`config.mk`:
```
export PLATFORM = sky130hd
export DESIGN_NAME = uart_rx_fifo_flat
export DESIGN_NICKNAME = d
export VERILOG_FILES = /design/src/rtl/uart_rx_fifo_pkg.sv /design/src/rtl/uart_rx_fifo_if.sv /design/src/rtl/uart_fifo_mem.sv /design/src/rtl/uart_rx_fifo.sv /design/src/flat_wrapper.sv
export SDC_FILE = /design/constraint.sdc
export NUM_CORES = 1
export LEC_CHECK = 0
export ABC_CLOCK_PERIOD_IN_PS = 3200
export BUFFER_PORTS_ARGS = -buffer_cell sky130_fd_sc_hd__buf_4
export CAP_MARGIN = 20
export CORE_AREA = 2 2 92 94
export DETAILED_ROUTE_END_ITERATION = 8
export DIE_AREA = 0 0 94 96
export PLACE_DENSITY = 0.63
export SLEW_MARGIN = 20
export SYNTH_ARGS = -nofsm -noshare
export SYNTH_HDL_FRONTEND = slang
export SYNTH_HIERARCHICAL = 1
export SYNTH_SLANG_ARGS = --single-unit
```
`constraint.sdc`:
```
create_clock -name clk -period 3.2 [get_ports clk]
set_input_delay 0.64 -clock clk [delete_from_list [all_inputs] [get_ports clk]]
set_output_delay 0.64 -clock clk [all_outputs]
set_load 0.05 [all_outputs]
```
`src/rtl/uart_rx_fifo_pkg.sv`:
```
`default_nettype none
// ============================================================================
// Module   : uart_rx_fifo_pkg
// Purpose  : Shared defaults and sizing helpers for the UART receive FIFO.
// Revision : 1.0 - initial release
// ============================================================================
package uart_rx_fifo_pkg;

  localparam int DEF_WIDTH = 8;
  localparam int DEF_DEPTH = 8;

  // Occupancy counter must represent 0..depth inclusive.
  function automatic int cnt_width(input int depth);
    return $clog2(depth) + 1;
  endfunction

endpackage
`default_nettype wire

```
`src/rtl/uart_rx_fifo_if.sv`:
```
`default_nettype none
// ============================================================================
// Module   : uart_rx_fifo_if
// Purpose  : Enqueue/dequeue handshake bundle between receiver, FIFO and
//            consumer. master = environment side, slave = FIFO side.
// Revision : 1.0 - initial release
// ============================================================================
interface uart_rx_fifo_if
  import uart_rx_fifo_pkg::*;
#(
  parameter int WIDTH = DEF_WIDTH,
  parameter int DEPTH = DEF_DEPTH
);

  logic [WIDTH-1:0]            enq_data;
  logic                        enq_valid;
  logic                        enq_ready;
  logic [WIDTH-1:0]            deq_data;
  logic                        deq_valid;
  logic                        deq_ready;
  logic [cnt_width(DEPTH)-1:0] count;

  modport master (
    output enq_data, enq_valid, deq_ready,
    input  enq_ready, deq_data, deq_valid, count
  );

  modport slave (
    input  enq_data, enq_valid, deq_ready,
    output enq_ready, deq_data, deq_valid, count
  );

endinterface
`default_nettype wire

```
`src/rtl/uart_fifo_mem.sv`:
```
`default_nettype none
// ============================================================================
// Module   : uart_fifo_mem
// Purpose  : DEPTH x WIDTH register array, one write port, one async read
//            port. Contents are intentionally not reset.
// Revision : 1.0 - initial release
// ============================================================================
module uart_fifo_mem #(
  parameter int WIDTH = 8,
  parameter int DEPTH = 8,
  parameter int PTR_W = $clog2(DEPTH)
) (
  input  wire logic             clk,
  input  wire logic             wr_en,
  input  wire logic [PTR_W-1:0] wr_addr,
  input  wire logic [WIDTH-1:0] wr_data,
  input  wire logic [PTR_W-1:0] rd_addr,
  output      logic [WIDTH-1:0] rd_data
);

  logic [WIDTH-1:0] mem [DEPTH];

  // Write port: capture the incoming word at the write pointer.
  always_ff @(posedge clk) begin
    if (wr_en) begin
      mem[wr_addr] <= wr_data;
    end
  end

  // Fall-through read: head word is visible without a clock edge.
  assign rd_data = mem[rd_addr];

endmodule
`default_nettype wire

```
`src/rtl/uart_rx_fifo.sv`:
```
`default_nettype none
// ============================================================================
// Module   : uart_rx_fifo
// Purpose  : First-word fall-through byte FIFO behind the UART receiver.
//            Ready/valid flags come only from registered occupancy, so there is
//            no combinational path from enq_valid or deq_ready.
// Revision : 1.0 - initial release
// ============================================================================
module uart_rx_fifo
  import uart_rx_fifo_pkg::*;
#(
  parameter int WIDTH = DEF_WIDTH,
  parameter int DEPTH = DEF_DEPTH
) (
  input wire logic     clk,
  input wire logic     reset,
  uart_rx_fifo_if.slave bus
);

  localparam int PTR_W = $clog2(DEPTH);
  localparam int CNT_W = cnt_width(DEPTH);
  localparam logic [CNT_W-1:0] FULL_CNT = CNT_W'(DEPTH);

  logic [PTR_W-1:0] wr_ptr;
  logic [PTR_W-1:0] rd_ptr;
  logic [CNT_W-1:0] occupancy;
  logic             not_full;
  logic             not_empty;
  logic             enq_fire;
  logic             deq_fire;
  logic [WIDTH-1:0] head_data;

  // When full, enq_ready stays low even if a dequeue happens this cycle;
  // the pending receiver word is simply taken on the following cycle.
  assign not_full  = (occupancy != FULL_CNT);
  assign not_empty = (occupancy != '0);
  assign enq_fire  = bus.enq_valid & not_full;
  assign deq_fire  = bus.deq_ready & not_empty;

  assign bus.enq_ready = not_full;
  assign bus.deq_valid = not_empty;
  assign bus.deq_data  = head_data;
  assign bus.count     = occupancy;

  // Pointers wrap by natural overflow; occupancy tracks net enq/deq.
  always_ff @(posedge clk or posedge reset) begin
    if (reset) begin
      wr_ptr    <= '0;
      rd_ptr    <= '0;
      occupancy <= '0;
    end else begin
      if (enq_fire) begin
        wr_ptr <= wr_ptr + 1'b1;
      end
      if (deq_fire) begin
        rd_ptr <= rd_ptr + 1'b1;
      end
      case ({enq_fire, deq_fire})
        2'b10:   occupancy <= occupancy + 1'b1;
        2'b01:   occupancy <= occupancy - 1'b1;
        default: occupancy <= occupancy;
      endcase
    end
  end

  uart_fifo_mem #(
    .WIDTH (WIDTH),
    .DEPTH (DEPTH),
    .PTR_W (PTR_W)
  ) u_mem (
    .clk     (clk),
    .wr_en   (enq_fire),
    .wr_addr (wr_ptr),
    .wr_data (bus.enq_data),
    .rd_addr (rd_ptr),
    .rd_data (head_data)
  );

endmodule
`default_nettype wire

```
`src/flat_wrapper.sv`:
```
// flat-port wrapper written by rule: the top's interface ports become plain ports
module uart_rx_fifo_flat import uart_rx_fifo_pkg::*;
#(
  parameter int WIDTH = DEF_WIDTH,
  parameter int DEPTH = DEF_DEPTH
)
  (clk, reset, bus_enq_data, bus_enq_valid, bus_deq_ready, bus_enq_ready, bus_deq_data, bus_deq_valid, bus_count);
  uart_rx_fifo_if #(.WIDTH(WIDTH), .DEPTH(DEPTH)) bus_i ();
  input wire logic clk;
  input wire logic reset;
  input wire logic [$bits(bus_i.enq_data)-1:0] bus_enq_data;
  input wire logic [$bits(bus_i.enq_valid)-1:0] bus_enq_valid;
  input wire logic [$bits(bus_i.deq_ready)-1:0] bus_deq_ready;
  output wire logic [$bits(bus_i.enq_ready)-1:0] bus_enq_ready;
  output wire logic [$bits(bus_i.deq_data)-1:0] bus_deq_data;
  output wire logic [$bits(bus_i.deq_valid)-1:0] bus_deq_valid;
  output wire logic [$bits(bus_i.count)-1:0] bus_count;
  assign bus_i.enq_data = bus_enq_data;
  assign bus_i.enq_valid = bus_enq_valid;
  assign bus_i.deq_ready = bus_deq_ready;
  assign bus_enq_ready = bus_i.enq_ready;
  assign bus_deq_data = bus_i.deq_data;
  assign bus_deq_valid = bus_i.deq_valid;
  assign bus_count = bus_i.count;
  uart_rx_fifo #(.WIDTH(WIDTH), .DEPTH(DEPTH)) u_core (.clk(clk), .reset(reset), .bus(bus_i));
endmodule
```
==> load_flow_metrics.sql, run 1 <==
INSERT INTO impl_metrics (metric_group, metric, value, unit) VALUES
('global_route', 'grt_first_pass_wirelength', '8.42', 'mm'),
('clock_network', 'clock_sinks', '74', ''),
('timing', 'slew-limit-headroom', '39.0', '%'),
('clock_network', 'post_cts.repair.setup_buffers', '0', ''),
('worst_hold_path', 'holdCritPathClass', 'primary input to async pin', ''),
('global_route', 'number_of_antenna_violations_at_the_first_check_in_global_routing', '0', ''),
('power', 'static_leak', '1.34', 'nW'),
('synthesis', 'postSynthNetCount', '177', ''),
('route', 'routed_wirelength', '5.35', 'mm'),
('synthesis', 'muxShareOfSynthArea', '17.7', '%'),
('route', 'detailedRoute.firstPassIterationCount', '4', ''),
('synthesis', 'ffs_w_async_s_r_synth', '13.5', '%'),
('placement', 'dp.final_hpwl', '3.56', 'mm'),
('route', 'dr_wl_met3', '205', 'um'),
('synthesis', 'main_combinational_cell_family_by_area_after_synthesis', 'multiplexers', ''),
('synthesis', 'synth_cell_types', '34', ''),
('worst_setup_path', 'terminus_of_the_critical_flop_to_flop_path', 'u_core/bus.count[3]', ''),
('floorplan', 'core_area', '8050', 'um^2'),
('synthesis', 'post_synth.cell_area_avg', '19.7', 'um^2'),
('synthesis', 'yosys.area_share.simple', '4.95', '%'),
('route', 'maxUsedRoutingLayer', 'met4', ''),
('worst_setup_path', 'crit_fanout', '16', ''),
('timing', 'clk_skew', '0.00672', 'ns'),
('synthesis', 'post_synth_xor_area_fraction', '1.68', '%'),
('synthesis', 'yosys_warn_count', '6', ''),
('route', 'routedWlPerCell', '17.4', 'um'),
('outcome', 'run_status', 'finished clean', ''),
('timing', 'crit_share_post_route', '87.1', '%'),
('clock_network', 'cts_resized', '0', ''),
('flow_run', 'maxCapViolations', '0', ''),
('route', 'drt_iter0_markers', '93', ''),
('clock_network', 'cts-hold-fix-buffers', '0', ''),
('cells_and_area', 'layout-drive-gt1-share', '32.0', '%'),
('route', 'met2_length', '2.64', 'mm'),
('synthesis', 'synth_adder_area_share', '2.63', '%'),
('worst_setup_path', 'startpoint_type', 'flip-flop', ''),
('route', 'avgViaCountPerCell', '5.04', ''),
('placement', 'gp_routability_congestion', '0.786', ''),
('clock_network', 'clock_tree_from_tritoncts', 'built', ''),
('cells_and_area', 'finish.net_count', '216', ''),
('placement', 'dpl_cell_area', '3470', 'um^2'),
('cells_and_area', 'design_area', '3690', 'um^2'),
('floorplan', 'top_level_ports', '26', ''),
('timing', 'transition_at_the_pin_with_the_smallest_max_transition_slack', '0.911', 'ns'),
('floorplan', 'start_util', '38.9', '%'),
('clock_network', 'cts_max_path_buffers', '2', ''),
('floorplan', 'die_width', '94', 'um'),
('route', 'met1_length', '2.42', 'mm'),
('route', 'dr_total_vias', '1552', ''),
('timing', 'finalHoldViolations', '0', ''),
('synthesis', 'syn_area', '3130', 'um^2'),
('clock_network', 'cts.root.buffer_cell', 'sky130_fd_sc_hd__clkbuf_8', ''),
('synthesis', 'ys_seq_area_share', '69.3', '%'),
('clock_network', 'cts.clk_slew.worst_paths', '0.07', 'ns'),
('timing', 'setup_viol', '0', ''),
('synthesis', 'synth-compound-area-share', '1.36', '%'),
('worst_setup_path', 'critical_path.endpoint_type', 'output port', ''),
('worst_setup_path', 'critical_path_class', 'flip-flop to output port', ''),
('synthesis', 'synth-edff-count', '64', ''),
('timing', 'rsz_0062_raised_after_global_routing', 'false', ''),
('power', 'maximum_vdd_drop', '0.458', 'mV'),
('timing', 'post-route-min-period', '2.79', 'ns'),
('timing', 'setup_tns', '0', 'ns'),
('global_route', 'number_of_global_route_vias_before_repair', '1645', ''),
('timing', 'max_freq', '0.359', 'GHz'),
('global_route', 'grtUsageTotal', '13.1', '%'),
('worst_setup_path', 'critical_path.reg2reg.startpoint', 'u_core/bus.count[0]', ''),
('worst_setup_path', 'timing.reg2reg.worst_path_depth', '7', ''),
('worst_setup_path', 'data_arrival_time_of_the_critical_path', '2.15', 'ns'),
('floorplan', 'die-height', '96', 'um'),
('global_route', 'grt_overflow_total', '0', '');
## worst max-delay path by stage
| stage | endpoint | slack [ns] | cells past startpoint |
|---|---|---|---|
| 5_1_grt | bus_deq_data[4] | 0.32 | 4 |
| 2_1_floorplan | u_core/bus.count[3] | 0.33 | 8 |
| 6_report | bus_deq_data[4] | 0.41 | 4 |
| 4_1_cts | bus_deq_data[4] | 0.40 | 4 |
| 3_5_place_dp | u_core/bus.count[3] | 0.57 | 7 |
| 3_3_place_gp | u_core/bus.count[3] | 0.61 | 8 |
## cells in the mapped netlist (2+ instances only)
library cell,number,area (um^2)
sky130_fd_sc_hd__edfxtp_1,64,1920
sky130_fd_sc_hd__mux4_1,15,394
sky130_fd_sc_hd__dfrtp_1,10,250
sky130_fd_sc_hd__mux2_2,10,113
sky130_fd_sc_hd__inv_1,7,26.3
sky130_fd_sc_hd__nor2_1,7,26.3
sky130_fd_sc_hd__ha_1,5,62.6
sky130_fd_sc_hd__xnor2_1,5,43.8
sky130_fd_sc_hd__nand2_1,3,11.3
sky130_fd_sc_hd__nand2b_1,3,18.8
sky130_fd_sc_hd__nand3_1,3,15.0
sky130_fd_sc_hd__a21oi_1,2,10.0
sky130_fd_sc_hd__buf_2,2,10.0
sky130_fd_sc_hd__nor3_1,2,10.0
sky130_fd_sc_hd__nor3b_1,2,15.0
## where the power goes
part           switching (mW)  internal (mW)  total [mW]
clock                   0.340          0.442       0.782
combinational           0.836          0.623        1.46
sequential              0.171           1.24        1.41
## metrics by stage
stage	setup slack, ns	hold WS [ns]	std cells	total power, mW	utilization, %
after floorplan	0.326	0.444	159	2.52	-
after global placement	0.607	0.479	292	2.89	43.1
after detailed placement	0.565	0.483	292	2.91	43.1
after CTS	0.398	0.277	308	3.69	45.8
after global routing	0.322	0.305	308	3.85	45.8
final	0.412	0.279	308	3.65	45.8
## layer usage
layer | GRT usage (%) | vias up
li1 | - | 723
met1 | 16.6 | 793
met2 | 21.1 | 28
met3 | 3.05 | 8
met4 | 6.88 | 0
met5 | 0 | -
## critical path: stages, from the launching register on
cell                      delay, ns
sky130_fd_sc_hd__dfrtp_1       0.41
sky130_fd_sc_hd__buf_4         0.31
sky130_fd_sc_hd__mux4_1        0.61
sky130_fd_sc_hd__mux2_2        0.28
sky130_fd_sc_hd__buf_4         0.19
## cell usage in the layout, fill, tap and decap left out, types with 2 or more instances in the layout
cell type and n:
sky130_fd_sc_hd__nand2b_1 3, sky130_fd_sc_hd__nor2_1 7, sky130_fd_sc_hd__ha_1 5, sky130_fd_sc_hd__mux4_1 15
sky130_fd_sc_hd__nor3b_1 2, sky130_fd_sc_hd__buf_4 34, sky130_fd_sc_hd__xnor2_1 5, sky130_fd_sc_hd__dfrtp_1 10
sky130_fd_sc_hd__mux2_2 10, sky130_fd_sc_hd__edfxtp_1 64, sky130_fd_sc_hd__a21oi_1 2, sky130_fd_sc_hd__bufinv_16 2
sky130_fd_sc_hd__nand2_1 3, sky130_fd_sc_hd__nand3_1 3, sky130_fd_sc_hd__inv_1 7, sky130_fd_sc_hd__clkbuf_8 9
sky130_fd_sc_hd__nor3_1 2
## cells by family after synthesis
kind of cell,Yosys count
AOI/OAI and AO/OA,6
xor gates and xnor gates,6
adders and majority gates,6
buffers and inverters,13
DFF,74
muxes,28
and+or+nand+nor,26
## area by class of cell
type | instances | area [um^2]
clock inverter | 6 | 90.1
tap | 105 | 131
timing repair buffer | 34 | 255
sequential | 74 | 2170
fill | 691 | 4360
multi-input combinational | 72 | 887
inverter | 7 | 26.3
clock buffer | 10 | 128
## flip-flops by register name (all words and copies together) (netlist names)
name,count
u_core/rd_ptr,3
u_core/u_mem/mem,64
u_core/bus.count,4
u_core/wr_ptr,3
Note: power is estimated with default switching activity, not from simulation.
==> run 2: changes to the inputs <==
--- a/config.mk
+++ b/config.mk
@@ -5,12 +5,13 @@
 export SDC_FILE = /design/constraint.sdc
 export NUM_CORES = 1
 export LEC_CHECK = 0
+export ABC_AREA = 1
 export ABC_CLOCK_PERIOD_IN_PS = 3200
 export BUFFER_PORTS_ARGS = -buffer_cell sky130_fd_sc_hd__buf_4
 export CAP_MARGIN = 20
-export CORE_AREA = 2 2 92 94
+export CORE_AREA = 2 2 97 99
 export DETAILED_ROUTE_END_ITERATION = 8
-export DIE_AREA = 0 0 94 96
+export DIE_AREA = 0 0 99 101
 export PLACE_DENSITY = 0.63
 export SLEW_MARGIN = 20
 export SYNTH_ARGS = -nofsm -noshare
==> run 2 against run 1 <==
Hold slack worse by 0.0037 ns. Cell count is 64% higher. Sequential power is essentially flat. Total power grew 1.4%. Clock power down 23%. Count of clock-buffer cells in the layout decreased by 1. Global-route usage increased by 1.5 points. Fmax up 4.7%. Critical path depth grew 2. Wire length rose by 28%. Highest routed layer unchanged.
==> load_flow_metrics.sql, run 2 <==
INSERT INTO impl_metrics (metric_group, metric, value, unit) VALUES
('synthesis', 'synth-compound-area-share', '0.576', '%'),
('cells_and_area', 'ff_latch_area', '2170', 'um^2'),
('synthesis', 'synth_cells', '359', ''),
('cells_and_area', 'max_flop_register', 'u_core/u_mem/mem', ''),
('cells_and_area', 'synthToLayoutAreaGrowth', '12.4', '%'),
('placement', 'dp.final_hpwl', '4.49', 'mm'),
('cells_and_area', 'finish.net_count', '408', ''),
('power', 'combinationalPowerShare', '46.0', '%'),
('synthesis', 'yosys-top-cells-area', 'sky130_fd_sc_hd__edfxtp_1, sky130_fd_sc_hd__nand2_1, sky130_fd_sc_hd__inv_1', ''),
('timing', 'crit_share_post_route', '83.2', '%'),
('timing', 'setup_slack', '0.536', 'ns'),
('route', 'routed_wirelength', '6.85', 'mm'),
('placement', 'pre_cts_slack', '0.916', 'ns'),
('floorplan', 'start_util', '38.7', '%'),
('synthesis', 'yosys_warn_count', '6', ''),
('route', 'detailedRoute.firstPassIterationCount', '4', ''),
('cells_and_area', 'multi_input_comb_area', '901', 'um^2'),
('cells_and_area', 'diodes', '0', ''),
('worst_setup_path', 'cp_slowest_stage_delay', '0.80', 'ns'),
('route', 'avgViaCountPerCell', '4.63', ''),
('worst_setup_path', 'crit_fanout', '19', ''),
('floorplan', 'die_width', '99', 'um'),
('synthesis', 'main_combinational_cell_family_by_area_after_synthesis', 'simple AND/OR/NAND/NOR gates', ''),
('timing', 'max_freq', '0.375', 'GHz'),
('global_route', 'grtUsageTotal', '14.6', '%'),
('worst_setup_path', 'most_frequent_cell_on_the_critical_path', 'sky130_fd_sc_hd__nand2_1', ''),
('synthesis', 'synth-edff-count', '64', ''),
('clock_network', 'cts_resized', '0', ''),
('synthesis', 'synth.cells.most_frequent', 'sky130_fd_sc_hd__nand2_1, sky130_fd_sc_hd__inv_1, sky130_fd_sc_hd__edfxtp_1', ''),
('synthesis', 'synth_cell_types', '21', ''),
('synthesis', 'yosysMostFrequentCell', 'sky130_fd_sc_hd__nand2_1', ''),
('clock_network', 'post_cts.repair.setup_buffers', '0', ''),
('worst_setup_path', 'critical_path.reg2reg.startpoint', 'u_core/bus.count[1]', ''),
('worst_setup_path', 'critical_path.endpoint_type', 'output port', ''),
('synthesis', 'post-synth-top-area-cell', 'sky130_fd_sc_hd__edfxtp_1', ''),
('power', 'power.sequential.fraction', '37.7', '%'),
('power', 'maximum_vdd_drop', '0.490', 'mV'),
('cells_and_area', 'flip_flop_count_of_the_largest_register_after_layout', '64', ''),
('cells_and_area', 'commonest_cells_after_routing_fill_and_taps_aside', 'sky130_fd_sc_hd__nand2_1, sky130_fd_sc_hd__inv_1, sky130_fd_sc_hd__edfxtp_1', ''),
('global_route', 'number_of_antenna_violations_at_the_first_check_in_global_routing', '0', ''),
('timing', 'post-route-min-period', '2.66', 'ns'),
('synthesis', 'yosys.area.top_type_share', '55.3', '%'),
('global_route', 'largest_net_degree_at_the_start_of_global_routing', '33', ''),
('clock_network', 'clock_tree_from_tritoncts', 'built', ''),
('clock_network', 'cts.root.buffer_cell', 'sky130_fd_sc_hd__clkbuf_8', ''),
('clock_network', 'cts_max_path_buffers', '2', ''),
('floorplan', 'placementRows', '35', ''),
('route', 'routedWlPerCell', '13.5', 'um'),
('power', 'power.density', '949', 'nW/um^2'),
('synthesis', 'muxShareOfSynthArea', '0', '%'),
('synthesis', 'synth_top_flop_cell', 'sky130_fd_sc_hd__edfxtp_1', ''),
('floorplan', 'core_area', '8980', 'um^2'),
('synthesis', 'yosys.area_share.simple', '21.5', '%'),
('clock_network', 'cts_buffers', '9', ''),
('worst_setup_path', 'timing.critical_path.required', '2.56', 'ns'),
('worst_hold_path', 'holdCritPathClass', 'primary input to async pin', ''),
('floorplan', 'die-height', '101', 'um'),
('timing', 'finalMaxSlewViolations', '0', ''),
('synthesis', 'ys_seq_elements', '74', ''),
('synthesis', 'syn_area', '3480', 'um^2'),
('power', 'static_leak', '1.85', 'nW'),
('worst_setup_path', 'r2r_setup_slk', '1.13', 'ns'),
('worst_setup_path', 'data_arrival_time_of_the_critical_path', '2.02', 'ns'),
('worst_setup_path', 'crit_chain', 'inv_2 -> nand3_1 -> nand2_1 -> nand2_1 -> nand2_1 -> buf_4', ''),
('placement', 'gp_routability_congestion', '0.772', ''),
('clock_network', 'clock_sinks', '74', ''),
('timing', 'setup_viol', '0', ''),
('cells_and_area', 'instances_no_fill', '506', ''),
('worst_setup_path', 'startpoint_type', 'flip-flop', ''),
('worst_setup_path', 'critical_path_class', 'flip-flop to output port', ''),
('route', 'drt_drc_violations_left', '0', ''),
('power', 'switching_power', '1.68', 'mW'),
('timing', 'clk_skew', '0.00970', 'ns'),
('clock_network', 'cts-htree-levels', '3', ''),
('timing', 'rsz_0062_raised_after_global_routing', 'false', ''),
('cells_and_area', 'commonest_non_fill_non_tap_cell_in_the_layout', 'sky130_fd_sc_hd__nand2_1', ''),
('worst_setup_path', 'terminus_of_the_critical_flop_to_flop_path', 'u_core/bus.count[3]', ''),
('global_route', 'grt_first_pass_wirelength', '10.9', 'mm'),
('global_route', 'grt_overflow_total', '0', ''),
('worst_setup_path', 'slowest_stage', 'sky130_fd_sc_hd__dfrtp_1', ''),
('timing', 'final.hold.worst_slack', '0.275', 'ns'),
('route', 'drt_iter0_markers', '136', ''),
('route', 'dr_total_vias', '2343', ''),
('synthesis', 'synth_adder_area_share', '2.38', '%'),
('timing', 'setup_tns', '0', 'ns'),
('worst_setup_path', 'timing.reg2reg.worst_path_depth', '11', ''),
('placement', 'portBuffers', '25', ''),
('clock_network', 'cts-hold-fix-buffers', '0', ''),
('route', 'post_detailed_route_count_of_antenna_violating_nets', '0', ''),
('floorplan', 'top_level_ports', '26', ''),
('timing', 'transition_at_the_pin_with_the_smallest_max_transition_slack', '0.969', 'ns'),
('cells_and_area', 'layout-drive-gt1-share', '13.9', '%'),
('power', 'cellInternalPower', '2.03', 'mW'),
('power', 'power.clock.fraction', '16.3', '%'),
('placement', 'place_inst', '490', ''),
('synthesis', 'post_synth.cell_area_avg', '9.68', 'um^2'),
('synthesis', 'ffs_w_async_s_r_synth', '13.5', '%'),
('floorplan', 'floorplan.die_area', '10000', 'um^2'),
('synthesis', 'post_synth_xor_area_fraction', '1.51', '%'),
('global_route', 'number_of_global_route_vias_before_repair', '2244', ''),
('clock_network', 'latest_clock_arrival_within_the_worst_skew_pair', '0.34', 'ns'),
('cells_and_area', 'filler_cell_count', '861', ''),
('power', 'total_power', '3.71', 'mW'),
('clock_network', 'cts.clk_slew.worst_paths', '0.08', 'ns'),
('timing', 'finalHoldViolations', '0', ''),
('timing', 'slew-limit-headroom', '35.2', '%'),
('flow_run', 'maxCapViolations', '0', ''),
('power', 'power.switching_fraction', '45.3', '%'),
('outcome', 'run_status', 'finished clean', ''),
('synthesis', 'ys_seq_area_share', '62.5', '%'),
('synthesis', 'postSynthNetCount', '377', '');
-- run 2: cell count changes after synthesis, moves of 5 or more --
cell,previous run,this run
sky130_fd_sc_hd__nand2_1,3,128
sky130_fd_sc_hd__inv_1,7,76
sky130_fd_sc_hd__nand3_1,3,34
sky130_fd_sc_hd__mux4_1,15,0
sky130_fd_sc_hd__mux2_2,10,0
sky130_fd_sc_hd__buf_6,1,6
-- run 2: cells by family after synthesis --
| family | count (synthesis) |
|---|---|
| flip-flops | 74 |
| AND/OR/NAND/NOR | 178 |
| buffers and inverters | 91 |
| XOR/XNOR | 6 |
| AO/OA/AOI/OAI | 4 |
| adder cells (fa/ha/maj) | 6 |
-- run 2: final cells by class --
type / count / share of cell area [%]
multi-input cells: 194 / 23.1
inverters: 80 / 7.75
clock buffers: 9 / 3.17
repair buffers: 31 / 5.96
flip-flops and latches: 74 / 55.6
well taps: 111 / 3.55
clock inverters: 7 / 0.929
-- run 2: worst max path at each step --
stage | startpoint | end | slack [ns] | depth (start not counted)
2_1_floorplan | u_core/bus.count[1] | u_core/bus.count[3] | 0.77 | 11
3_3_place_gp | u_core/rd_ptr[1] | bus_deq_data[4] | 0.93 | 6
3_5_place_dp | u_core/rd_ptr[1] | bus_deq_data[0] | 0.92 | 6
4_1_cts | u_core/rd_ptr[1] | bus_deq_data[0] | 0.53 | 6
5_1_grt | u_core/rd_ptr[1] | bus_deq_data[7] | 0.35 | 6
6_report | u_core/rd_ptr[1] | bus_deq_data[7] | 0.54 | 6
-- run 2: per-stage QoR --
step                utilization, %  cell area (um^2)
floorplan                        -              3480
global placement              41.7              3750
detailed placement            41.7              3750
CTS                           43.5              3910
global route                  43.5              3910
finish                        43.5              3910
-- run 2: power groups by stage --
stage | Sequential (mW) | Clock [mW] | Combinational, mW
floorplan | 1.42 | 0 | 1.32
global placement | 1.41 | 0 | 1.69
detailed placement | 1.42 | 0 | 1.72
CTS | 1.40 | 0.624 | 1.72
global route | 1.42 | 0.658 | 1.88
finish | 1.40 | 0.604 | 1.71
-- run 2: per-layer routing --
layer / GRT usage, % / vias up / wire (um)
li1: - / 1167 / -
met1: 18.5 / 1103 / 3120
met2: 23.7 / 63 / 3180
met3: 2.98 / 10 / 419
met5: 0 / - / 0
met4: 7.69 / 0 / 127
-- run 2: critical path, delay by kind of cell, from the launching register on --
family	cells	cell delay [ns]
AND/OR/NAND/NOR	4	0.37
flip-flops	1	0.80
buffers and inverters	2	0.50
==> run 3: changes to the inputs <==
--- a/config.mk
+++ b/config.mk
@@ -5,14 +5,14 @@
 export SDC_FILE = /design/constraint.sdc
 export NUM_CORES = 1
 export LEC_CHECK = 0
-export ABC_AREA = 1
-export ABC_CLOCK_PERIOD_IN_PS = 3200
+export ABC_AREA = 0
+export ABC_CLOCK_PERIOD_IN_PS = 2350
 export BUFFER_PORTS_ARGS = -buffer_cell sky130_fd_sc_hd__buf_4
 export CAP_MARGIN = 20
-export CORE_AREA = 2 2 97 99
+export CORE_AREA = 2 2 92 94
 export DETAILED_ROUTE_END_ITERATION = 8
-export DIE_AREA = 0 0 99 101
-export PLACE_DENSITY = 0.63
+export DIE_AREA = 0 0 94 96
+export PLACE_DENSITY = 0.65
 export SLEW_MARGIN = 20
 export SYNTH_ARGS = -nofsm -noshare
 export SYNTH_HDL_FRONTEND = slang
==> constraint.sdc (replaced) <==
create_clock -name clk -period 2.35 [get_ports clk]
set_input_delay 0.47 -clock clk [delete_from_list [all_inputs] [get_ports clk]]
set_output_delay 0.47 -clock clk [all_outputs]
set_load 0.05 [all_outputs]
==> run 3 against run 2 <==
The run now ends with negative setup slack left. First-iteration DRC count is 39% lower. Flip-flop and latch count unchanged. Clock power increased by 87%. Critical path depth is 2 lower. Die area shrank 9.8%. Global-route usage is 1.1 points lower. Non-clock buffer count rose by 11. Via count decreased by 32%. Critical endpoint is now bus_deq_data[5]. Final area fell by 2.0%. Hold slack got worse by 0.16 ns. Cell count decreased by 38%. Clock skew up 0.0010 ns.
==> load_flow_metrics.sql, run 3 (synthesized netlist as in run 1, its figures left out) <==
INSERT INTO impl_metrics (metric_group, metric, value, unit) VALUES
('global_route', 'number_of_antenna_violations_at_the_first_check_in_global_routing', '0', ''),
('floorplan', 'die_width', '94', 'um'),
('timing', 'rsz_0062_raised_after_global_routing', 'true', ''),
('floorplan', 'floorplan.die_area', '9020', 'um^2'),
('worst_hold_path', 'holdCritPathClass', 'primary input to async pin', ''),
('timing', 'slew-limit-headroom', '30.3', '%'),
('cells_and_area', 'commonest_cells_after_routing_fill_and_taps_aside', 'sky130_fd_sc_hd__edfxtp_1, sky130_fd_sc_hd__buf_4, sky130_fd_sc_hd__mux2_2', ''),
('clock_network', 'cts_buffers', '9', ''),
('route', 'routed_wirelength', '5.52', 'mm'),
('power', 'maximum_vdd_drop', '0.904', 'mV'),
('power', 'power.clock.fraction', '21.2', '%'),
('route', 'detailedRoute.firstPassIterationCount', '4', ''),
('worst_setup_path', 'crit_fanout', '17', ''),
('clock_network', 'cts_max_path_buffers', '2', ''),
('cells_and_area', 'synthToLayoutAreaGrowth', '22.1', '%'),
('route', 'drt_iter0_markers', '83', ''),
('power', 'static_leak', '1.37', 'nW'),
('clock_network', 'cts.clk_slew.worst_paths', '0.07', 'ns'),
('cells_and_area', 'max_flop_register', 'u_core/u_mem/mem', ''),
('cells_and_area', 'ff_latch_area', '2180', 'um^2'),
('worst_setup_path', 'data_arrival_time_of_the_critical_path', '1.92', 'ns'),
('clock_network', 'latest_clock_arrival_within_the_worst_skew_pair', '0.34', 'ns'),
('timing', 'clk_skew', '0.0107', 'ns'),
('timing', 'setup_slack', '-0.0385', 'ns'),
('placement', 'portBuffers', '25', ''),
('route', 'post_detailed_route_count_of_antenna_violating_nets', '0', ''),
('worst_setup_path', 'timing.critical_path.required', '1.88', 'ns'),
('power', 'combinationalPowerShare', '44.2', '%'),
('route', 'routedWlPerCell', '17.5', 'um'),
('floorplan', 'die-height', '96', 'um'),
('floorplan', 'placementRows', '33', ''),
('cells_and_area', 'multi_input_comb_area', '911', 'um^2'),
('clock_network', 'cts.root.buffer_cell', 'sky130_fd_sc_hd__clkbuf_8', ''),
('cells_and_area', 'layout-drive-gt1-share', '41.4', '%'),
('power', 'power.density', '1400', 'nW/um^2'),
('outcome', 'violations', 'negative setup slack', ''),
('worst_setup_path', 'critical_path_class', 'flip-flop to output port', ''),
('floorplan', 'start_util', '38.9', '%'),
('cells_and_area', 'filler_cell_count', '698', ''),
('route', 'drt_drc_violations_left', '0', ''),
('timing', 'transition_at_the_pin_with_the_smallest_max_transition_slack', '1.04', 'ns'),
('timing', 'crit_share_post_route', '102', '%'),
('power', 'switching_power', '1.89', 'mW'),
('global_route', 'number_of_global_route_vias_before_repair', '1671', ''),
('power', 'total_power', '5.37', 'mW'),
('power', 'power.switching_fraction', '35.3', '%'),
('clock_network', 'clock_tree_from_tritoncts', 'built', ''),
('cells_and_area', 'commonest_non_fill_non_tap_cell_in_the_layout', 'sky130_fd_sc_hd__edfxtp_1', ''),
('clock_network', 'clock_sinks', '74', ''),
('cells_and_area', 'diodes', '0', ''),
('route', 'dr_total_vias', '1603', ''),
('worst_setup_path', 'slowest_stage', 'sky130_fd_sc_hd__mux4_1', ''),
('outcome', 'run_status', 'finished, violations left', ''),
('global_route', 'grt_first_pass_wirelength', '8.67', 'mm'),
('worst_setup_path', 'startpoint_type', 'flip-flop', ''),
('flow_run', 'maxCapViolations', '0', ''),
('floorplan', 'top_level_ports', '26', ''),
('cells_and_area', 'finish.net_count', '224', ''),
('power', 'power.sequential.fraction', '34.6', '%'),
('timing', 'finalHoldViolations', '0', ''),
('timing', 'setup_viol', '5', ''),
('placement', 'dp.final_hpwl', '3.41', 'mm'),
('worst_setup_path', 'cp_slowest_stage_delay', '0.56', 'ns'),
('global_route', 'grt_overflow_total', '0', ''),
('route', 'avgViaCountPerCell', '5.09', ''),
('worst_setup_path', 'critical_path.endpoint_type', 'output port', ''),
('clock_network', 'cts-htree-levels', '3', ''),
('placement', 'pre_cts_slack', '-0.0609', 'ns'),
('worst_setup_path', 'crit_chain', 'buf_12 -> mux4_1 -> mux2_2 -> buf_4', ''),
('global_route', 'grtUsageTotal', '13.5', '%'),
('global_route', 'largest_net_degree_at_the_start_of_global_routing', '18', ''),
('timing', 'post-route-min-period', '2.39', 'ns'),
('worst_setup_path', 'r2r_setup_slk', '0.01', 'ns'),
('power', 'cellInternalPower', '3.47', 'mW'),
('timing', 'max_freq', '0.419', 'GHz'),
('floorplan', 'core_area', '8050', 'um^2'),
('cells_and_area', 'flip_flop_count_of_the_largest_register_after_layout', '64', ''),
('placement', 'gp_routability_congestion', '0.761', ''),
('timing', 'finalMaxSlewViolations', '0', '');
## run 3: cell type report
type / count / share of cell area (%)
sequential: 74 / 56.9
multi-input combinational: 72 / 23.8
timing repair buffer: 42 / 9.15
tap: 105 / 3.43
clock buffer: 10 / 3.33
clock inverter: 5 / 2.71
inverter: 7 / 0.686
## run 3: worst max-delay path: cells and delay by family (launching register included)
| family | cells | cell delay (ns) |
|---|---|---|
| buf+inv | 2 | 0.38 |
| flops | 1 | 0.37 |
| mux | 2 | 0.83 |
## run 3: final timing paths
kind,start,end,cells past startpoint
max,u_core/rd_ptr[0],bus_deq_data[5],4
min,reset,u_core/bus.count[2],2
max reg2reg,u_core/bus.count[0],u_core/bus.count[3],7
min reg2reg,u_core/wr_ptr[2],u_core/wr_ptr[2],1
max in group asynchronous,reset,u_core/bus.count[3],2
min in group clk,bus_enq_data[6],u_core/u_mem/mem[4][6],1
## run 3: what timing repair did
item                                    CTS  global route
hold buffers                              0             0
resized for setup                         8             7
pin swaps                                 4             2
buffers inserted                          4             3
endpoints found under the setup margin    9            10
## run 3: through the flow
step / instance area (um^2) / utilization (%) / hold slack, ns / cells / TNS, ns
global placement: 3530 / 43.8 / 0.481 / 293 / 0
detailed placement: 3530 / 43.8 / 0.487 / 293 / -0.0609
floorplan: 3180 / - / 0.310 / 159 / -0.229
CTS: 3820 / 47.4 / 0.127 / 312 / -0.381
finish: 3830 / 47.5 / 0.119 / 315 / -0.129
global route: 3830 / 47.5 / 0.141 / 315 / -0.621
## run 3: routing by layer
layer	global-route usage (%)	up-vias	part of all wire, %
met5	0	-	0
met1	17.3	839	46
li1	-	732	-
met4	6.88	0	1.0
met2	22.1	28	49
met3	2.66	4	3.2
## run 3: power by group through the flow
stage | Clock (mW) | Sequential [mW] | Combinational, mW
floorplan | 0 | 1.96 | 1.52
global placement | 0 | 1.88 | 2.20
detailed placement | 0 | 1.89 | 2.21
CTS | 1.16 | 1.87 | 2.33
global route | 1.21 | 1.89 | 2.54
finish | 1.13 | 1.86 | 2.37
